<file path="config.mk">
export PLATFORM = sky130hd
export DESIGN_NAME = fifo_sync_ctrl_flat
export DESIGN_NICKNAME = d
export VERILOG_FILES = /design/src/rtl/fifo_sync_ctrl_if.sv /design/src/rtl/fifo_sync_ctrl.sv /design/src/flat_wrapper.sv
export SDC_FILE = /design/constraint.sdc
export NUM_CORES = 1
export LEC_CHECK = 0
export CELL_PAD_IN_SITES_DETAIL_PLACEMENT = 1
export CELL_PAD_IN_SITES_GLOBAL_PLACEMENT = 2
export CORE_AREA = 4 4 123 125
export CTS_CLUSTER_SIZE = 30
export DETAILED_ROUTE_END_ITERATION = 12
export DIE_AREA = 0 0 127 129
export PLACE_DENSITY = 0.78
export REMOVE_ABC_BUFFERS = 1
export SLEW_MARGIN = 20
export SYNTH_ARGS = -nofsm -noshare
export SYNTH_HDL_FRONTEND = slang
export SYNTH_SLANG_ARGS = --single-unit
</file>
<file path="constraint.sdc">
create_clock -name clk -period 5.9 [get_ports clk]
set_clock_uncertainty 0.1 [all_clocks]
set_input_delay 0.59 -clock clk [delete_from_list [all_inputs] [get_ports clk]]
set_output_delay 0.59 -clock clk [all_outputs]
set_load 0.005 [all_outputs]
</file>
<file path="src/rtl/fifo_sync_ctrl_if.sv">
// Producer/consumer bundle for fifo_sync_ctrl: write side, read side and status flags.
// master = the user logic driving requests, slave = the FIFO itself.
interface fifo_sync_ctrl_if #(
    parameter int DATA_WIDTH = 8,
    parameter int DEPTH      = 16
);
    localparam int CW = $clog2(DEPTH) + 1;

    logic                  wr_en;
    logic [DATA_WIDTH-1:0] din;
    logic                  rd_en;
    logic [DATA_WIDTH-1:0] dout;
    logic                  rd_valid;
    logic                  full;
    logic                  empty;
    logic                  almost_full;
    logic                  almost_empty;
    logic [CW-1:0]         count;
    logic                  overflow;
    logic                  underflow;

    modport master (
        output wr_en, din, rd_en,
        input  dout, rd_valid, full, empty, almost_full, almost_empty,
               count, overflow, underflow
    );

    modport slave (
        input  wr_en, din, rd_en,
        output dout, rd_valid, full, empty, almost_full, almost_empty,
               count, overflow, underflow
    );
endinterface

</file>
<file path="src/rtl/fifo_sync_ctrl.sv">
// Single-clock FIFO: storage array, wrapping pointers, separate occupancy counter,
// programmable almost-full/almost-empty, overflow/underflow pulses, standard or FWFT read.
module fifo_sync_ctrl #(
    parameter int DATA_WIDTH = 8,
    parameter int DEPTH      = 16,
    parameter int AF_LEVEL   = 12,
    parameter int AE_LEVEL   = 2,
    parameter bit FWFT       = 1'b0
) (
    input logic             clk,
    input logic             rst_n,
    fifo_sync_ctrl_if.slave bus
);
    localparam int AW = $clog2(DEPTH);
    localparam int CW = AW + 1;

    logic [DATA_WIDTH-1:0] mem [DEPTH];

    logic [AW-1:0] wr_ptr_q, wr_ptr_d;
    logic [AW-1:0] rd_ptr_q, rd_ptr_d;
    logic [CW-1:0] count_q, count_d;
    logic          overflow_q, overflow_d;
    logic          underflow_q, underflow_d;

    logic full_w;
    logic empty_w;
    logic wr_acc;
    logic rd_acc;

    assign full_w  = (count_q == CW'(DEPTH));
    assign empty_w = (count_q == '0);

    // Guards make a full FIFO take only the read and an empty FIFO take only the write.
    always_comb begin
        wr_acc      = bus.wr_en & ~full_w;
        rd_acc      = bus.rd_en & ~empty_w;
        wr_ptr_d    = wr_acc ? wr_ptr_q + AW'(1) : wr_ptr_q;
        rd_ptr_d    = rd_acc ? rd_ptr_q + AW'(1) : rd_ptr_q;
        overflow_d  = bus.wr_en & full_w;
        underflow_d = bus.rd_en & empty_w;
        count_d     = count_q;
        case ({wr_acc, rd_acc})
            2'b10:   count_d = count_q + CW'(1);
            2'b01:   count_d = count_q - CW'(1);
            default: count_d = count_q;
        endcase
    end

    always_ff @(posedge clk or negedge rst_n) begin
        if (!rst_n) begin
            wr_ptr_q    <= '0;
            rd_ptr_q    <= '0;
            count_q     <= '0;
            overflow_q  <= 1'b0;
            underflow_q <= 1'b0;
        end else begin
            wr_ptr_q    <= wr_ptr_d;
            rd_ptr_q    <= rd_ptr_d;
            count_q     <= count_d;
            overflow_q  <= overflow_d;
            underflow_q <= underflow_d;
        end
    end

    // Storage is deliberately left out of reset so it can map onto RAM.
    always_ff @(posedge clk) begin
        if (wr_acc) begin
            mem[wr_ptr_q] <= bus.din;
        end
    end

    generate
        if (FWFT) begin : g_fwft
            // Head of queue is shown combinationally; rd_en acts as a pop.
            assign bus.dout     = mem[rd_ptr_q];
            assign bus.rd_valid = ~empty_w;
        end else begin : g_std
            logic [DATA_WIDTH-1:0] dout_q;
            logic                  rd_valid_q;

            always_ff @(posedge clk or negedge rst_n) begin
                if (!rst_n) begin
                    dout_q     <= '0;
                    rd_valid_q <= 1'b0;
                end else begin
                    rd_valid_q <= rd_acc;
                    if (rd_acc) begin
                        dout_q <= mem[rd_ptr_q];
                    end
                end
            end

            assign bus.dout     = dout_q;
            assign bus.rd_valid = rd_valid_q;
        end
    endgenerate

    assign bus.full         = full_w;
    assign bus.empty        = empty_w;
    assign bus.almost_full  = (count_q >= CW'(AF_LEVEL));
    assign bus.almost_empty = (count_q <= CW'(AE_LEVEL));
    assign bus.count        = count_q;
    assign bus.overflow     = overflow_q;
    assign bus.underflow    = underflow_q;

endmodule

</file>
<file path="src/flat_wrapper.sv">
// flat-port wrapper written by rule: the top's interface ports become plain ports
module fifo_sync_ctrl_flat 
#(
    parameter int DATA_WIDTH = 8,
    parameter int DEPTH      = 16,
    parameter int AF_LEVEL   = 12,
    parameter int AE_LEVEL   = 2,
    parameter bit FWFT       = 1'b0
)
  (clk, rst_n, bus_wr_en, bus_din, bus_rd_en, bus_dout, bus_rd_valid, bus_full, bus_empty, bus_almost_full, bus_almost_empty, bus_count, bus_overflow, bus_underflow);
  fifo_sync_ctrl_if #(.DATA_WIDTH(DATA_WIDTH), .DEPTH(DEPTH)) bus_i ();
  input logic clk;
  input logic rst_n;
  input wire logic [$bits(bus_i.wr_en)-1:0] bus_wr_en;
  input wire logic [$bits(bus_i.din)-1:0] bus_din;
  input wire logic [$bits(bus_i.rd_en)-1:0] bus_rd_en;
  output wire logic [$bits(bus_i.dout)-1:0] bus_dout;
  output wire logic [$bits(bus_i.rd_valid)-1:0] bus_rd_valid;
  output wire logic [$bits(bus_i.full)-1:0] bus_full;
  output wire logic [$bits(bus_i.empty)-1:0] bus_empty;
  output wire logic [$bits(bus_i.almost_full)-1:0] bus_almost_full;
  output wire logic [$bits(bus_i.almost_empty)-1:0] bus_almost_empty;
  output wire logic [$bits(bus_i.count)-1:0] bus_count;
  output wire logic [$bits(bus_i.overflow)-1:0] bus_overflow;
  output wire logic [$bits(bus_i.underflow)-1:0] bus_underflow;
  assign bus_i.wr_en = bus_wr_en;
  assign bus_i.din = bus_din;
  assign bus_i.rd_en = bus_rd_en;
  assign bus_dout = bus_i.dout;
  assign bus_rd_valid = bus_i.rd_valid;
  assign bus_full = bus_i.full;
  assign bus_empty = bus_i.empty;
  assign bus_almost_full = bus_i.almost_full;
  assign bus_almost_empty = bus_i.almost_empty;
  assign bus_count = bus_i.count;
  assign bus_overflow = bus_i.overflow;
  assign bus_underflow = bus_i.underflow;
  fifo_sync_ctrl #(.DATA_WIDTH(DATA_WIDTH), .DEPTH(DEPTH), .AF_LEVEL(AF_LEVEL), .AE_LEVEL(AE_LEVEL), .FWFT(FWFT)) u_core (.clk(clk), .rst_n(rst_n), .bus(bus_i));
endmodule
</file>
=== Yosys cells after proc, flatten, opt, wreduce, memory -nomap -nowiden ===
Memories as Yosys holds them, arrays and structs flattened. A register that Yosys moved wholly into a read port is not among the register bits.
Index checks and enable logic that the tools add are counted.

* Reductions and logical operators: 3
* Eq/ne operators: 3
* Magnitude comparators: 2
* Add/sub/neg operators: 4
* Bitwise gates (word level): 6
* Muxes and demuxes: 3

{| class="wikitable"
|+ Operators by type and width
! operator !! number
|-
| $pmux 5 s2 || 1
|-
| $add 4x1->4 const B || 2
|-
| $add 5x1->5 const B || 1
|-
| $eq 5x5->1 const B || 1
|-
| $ge 5x4->1 const B || 1
|-
| $le 5x2->1 const B || 1
|-
| $logic_not 5->1 || 1
|-
| $sub 5x1->5 const B || 1
|-
| $and 1x1->1 || 4
|-
| $eq 2x1->1 const B || 1
|-
| $eq 2x2->1 const B || 1
|-
| $mux 1 || 2
|-
| $not 1->1 || 2
|-
| $reduce_bool 2->1 || 1
|-
| $logic_not 1->1 || 1
|}

* Flip-flop bits (word level): 16
* Output and inout port bits: 20
* Memories kept: 1
* Bits in writable memories: 128
* Input port bits: 12

{| class="wikitable"
|+ Memories
! name !! depth !! width !! read ports !! clocked after Yosys merged registers in !! write ports !! line !! text
|-
| u_core.mem || 16 || 8 || 1 || 1 || 1 || fifo_sync_ctrl.sv:17 || <nowiki>logic [DATA_WIDTH-1:0] mem [DEPTH];</nowiki>
|}

=== Longest topological paths before layout ===
* Word-level depth: 5
* Mapped depth: 12
* Gate-level depth less buffers: 10

=== Worst setup path after synthesis ===
Ideal clock, no wire load.

* Path type: register to register
* Start point: register u_core.count_q[1] (netlist: u_core.bus.count[1])
* End point: register u_core.count_q[4] (netlist: u_core.bus.count[4])
* Slack: 3.135 ns
* Setup time: 0.131 ns
* Data arrival time: 2.534 ns
* Cell stages (with the launch flop): 13
* Path through: dfrtp_1 > buf_6 > or3_4 > o31ai_4 > inv_2 > ha_1 > clkbuf_1 > xor2_1 > ha_1 > o211a_1 > o31ai_1 > a31oi_1 > xor2_1

* Longest elaborated chain between the ends: 5
* Elaborated cells between the ends (all ways): 12
* Those cells by class: add/sub: 2; eq/ne: 3; mux: 1; bitwise: 4; reduce/logical: 2

{| class="wikitable"
|+ Ends and longest elaborated chain
! item !! line !! text
|-
| from (decl) || fifo_sync_ctrl.sv:21 || <nowiki>logic [CW-1:0] count_q, count_d;</nowiki>
|-
| from (signal assigned) || fifo_sync_ctrl.sv:59 || <nowiki>count_q <= count_d;</nowiki>
|-
| $logic_not 5->1 * || fifo_sync_ctrl.sv:31 || <nowiki>assign empty_w = (count_q == '0);</nowiki>
|-
| $not 1->1 * || fifo_sync_ctrl.sv:36 || <nowiki>rd_acc = bus.rd_en & ~empty_w;</nowiki>
|-
| $and 1x1->1 * || fifo_sync_ctrl.sv:36 ||
|-
| via u_core.rd_acc || fifo_sync_ctrl.sv:28 || <nowiki>logic rd_acc;</nowiki>
|-
| $eq 2x1->1 or $eq 2x2->1 (tied branches) || fifo_sync_ctrl.sv:42 || <nowiki>case ({wr_acc, rd_acc})</nowiki>
|-
| $pmux 5 s2 or $reduce_bool 2->1 (tied branches) || n/a ||
|}

Mark *: on every way through the listed nets, which the timed path passes. The rest lies on a longest branch.
A chain may end at the register's enable or synchronous reset.

=== Worst setup path after layout ===
Same ends and word-level chain as after synthesis.

==> results.cfg <==
[synth]
yosysSeqAreaShare = 0.719
yosysWarnings = 0
async_flop_share = 0.158
synth_edf_count = 128
ys_ff_latch = 152
ys_types = 39
synth_cells = 323
syn_area_mm2 = 0.00618
synth_ff_type = edfxtp_1
synth.avg_cell_area_um2 = 19.1

[worst_hold_path]
hold_class = flop to flop

[global_route]
grt_pass1_wl_um = 19900
grt_pass1_vias = 3299
globalRouteOverflowTotal = 0
antenna_found_initial = 0
grt_max_degree = 35
grt_usage = 0.169

[route]
drt-wirelength-per-cell_um = 22.8
dr.first_iter.drc_count = 222
vias_per_cell = 5.49
routed_wl_um = 12600
vias = 3026
drc = 0
postRouteAntennaNets = 0
first_pass_iters = 4

[final_layout]
fin_area_mm2 = 0.00735
synthToLayoutAreaGrowth_pct = 18.9
fin_cells = 551
num-nets-final = 379
drive_above_1_share = 0.226
final_cell_mix = edfxtp_1, mux4_2, clkdlybuf4s50_1
n_antenna_cell = 0
layout_commonest_cell = edfxtp_1

[timing]
fin_hold_ws_ps = 398
hold_viol = 0
rsz0062_at_grt = no
slew_headroom = 0.262
setup_tns_ps = 0
max_freq_mhz = 307
finalWorstSetupSlack_ps = 2640
finalCritPeriodShare = 0.552
layout_min_cycle_time_ps = 3260
worst_slew_pin_slew_ps = 1110
finalSetupViolations = 0
drv_slew = 0

[clocking]
htree_levels = 4
cts_made_buffers = 17
clockBufferDepth = 2
ctsResizeCount = 0
cts_setup_buffers = 0
postCtsHoldBufs = 0
cts_root_buf = clkbuf_16
cts_tree = yes
clk_pin_slew_ps = 60
clkSinkCount = 152
insertion_delay_ps = 410

[critical_path]
crit_type = flop to flop
cp_max_fo = 11
critPathLaunchType = flop
crit_required_ps = 6090
crit_arrival_ps = 3450
end_kind = flop

[power]
vdd_drop_max_uv = 221
p_leak_uw = 0.00250
p_per_area_mw_per_mm2 = 512

[floorplan]
core_area_mm2 = 0.0139
start_util = 0.445
die_h_um = 129
rows = 43
die_x_um = 127
dieArea_mm2 = 0.0164
io_pins = 32

[place]
dp_hpwl_um = 7810
gp_congestion = 0.761
dpl.cell_count = 519
portBuffers = 31
place_ws_ps = 2650
dpl_cell_area_mm2 = 0.00663

[outcome]
status = complete, no violations

[flow_run]
maxCapViolCount = 0
## state kept, by name (all words and copies together) (netlist names)
name                  count
u_core.rd_ptr_q           4
u_core.wr_ptr_q           4
u_core.bus.underflow      1
u_core.mem              128
u_core.bus.rd_valid       1
u_core.bus.dout           8
u_core.bus.count          5
u_core.bus.overflow       1
## path summary, 6_finish.rpt
kind	start	end	slack, ps	cells after the start
setup / recovery	u_core.bus.count[1]	u_core.bus.count[4]	2640	10
hold / removal	u_core.bus.dout[0]	u_core.bus.dout[0]	400	2
setup reg to reg	u_core.bus.count[1]	u_core.bus.count[4]	2640	10
hold reg to reg	u_core.bus.dout[0]	u_core.bus.dout[0]	400	2
max in group asynchronous	rst_n	u_core.rd_ptr_q[2]	4980	2
min in group asynchronous	rst_n	u_core.bus.count[3]	450	2
## through the flow
| stage | util | total power (uW) |
|---|---|---|
| finish | 0.529 | 3760 |
| global route | 0.529 | 3960 |
| CTS | 0.528 | 3810 |
| detailed placement | 0.477 | 2510 |
| global placement | 0.477 | 2490 |
| floorplan | - | 2100 |
## logic make-up (layout without fill, tap and decap cells)
logic type / count (synthesis) / after routing / synth area share
xor+xnor: 10 / 10 / 0.0142
buf+inv: 23 / 71 / 0.0215
fa+ha+maj: 9 / 9 / 0.0182
mux: 49 / 49 / 0.144
flops: 152 / 152 / 0.719
simple gates: 56 / 56 / 0.0435
compound gates: 24 / 24 / 0.0391
## where the power goes
part           switching (uW)  leakage, uW  internal (uW)
sequential                206      0.00145           1330
combinational             451     0.000715            487
clock                     406     0.000335            877
total                    1060      0.00250           2700
## synth_stat cells (2+ instances only)
cell,instances,area share
xnor2_1,6,0.0085
buf_4,2,0.0024
o221ai_2,8,0.019
nor2b_1,2,0.0020
mux2i_1,16,0.026
clkbuf_1,4,0.0024
inv_1,4,0.0024
buf_6,4,0.0073
o21ai_0,5,0.0040
mux4_2,32,0.12
ha_1,9,0.018
nand4_1,2,0.0020
nor3_1,6,0.0049
edfxtp_1,128,0.62
nand2_1,20,0.012
nand2b_1,3,0.0030
xor2_1,4,0.0057
nor2_1,14,0.0085
buf_2,7,0.0057
and2_1,3,0.0030
a21oi_1,3,0.0024
dfrtp_1,24,0.097
## critical path, stage by stage (launching register included)
cell and delay (ps):
dfrtp_1 500, or3_4 440, o31ai_4 460, inv_2 200, ha_1 360, xor2_1 180
ha_1 220, o211a_1 240, o31ai_1 200, a31oi_1 80, xor2_1 160
## layer usage
layer | share of wire | vias to the layer above | global-route usage
met2 | 0.48 | 73 | 0.257
met3 | 0.058 | 21 | 0.0469
met4 | 0.017 | 0 | 0.0606
li1 | - | 1349 | -
met1 | 0.45 | 1583 | 0.235
met5 | 0 | - | 0
## cell type report
cell class	count	area, um2
clock inverter	13	273
clock buffer	19	433
inverter	5	18.8
multi-input combinational	148	1620
sequential	152	4450
timing repair buffer	34	333
tap	180	225
fill	1243	6530
Note: power is estimated with default switching activity, not from simulation.
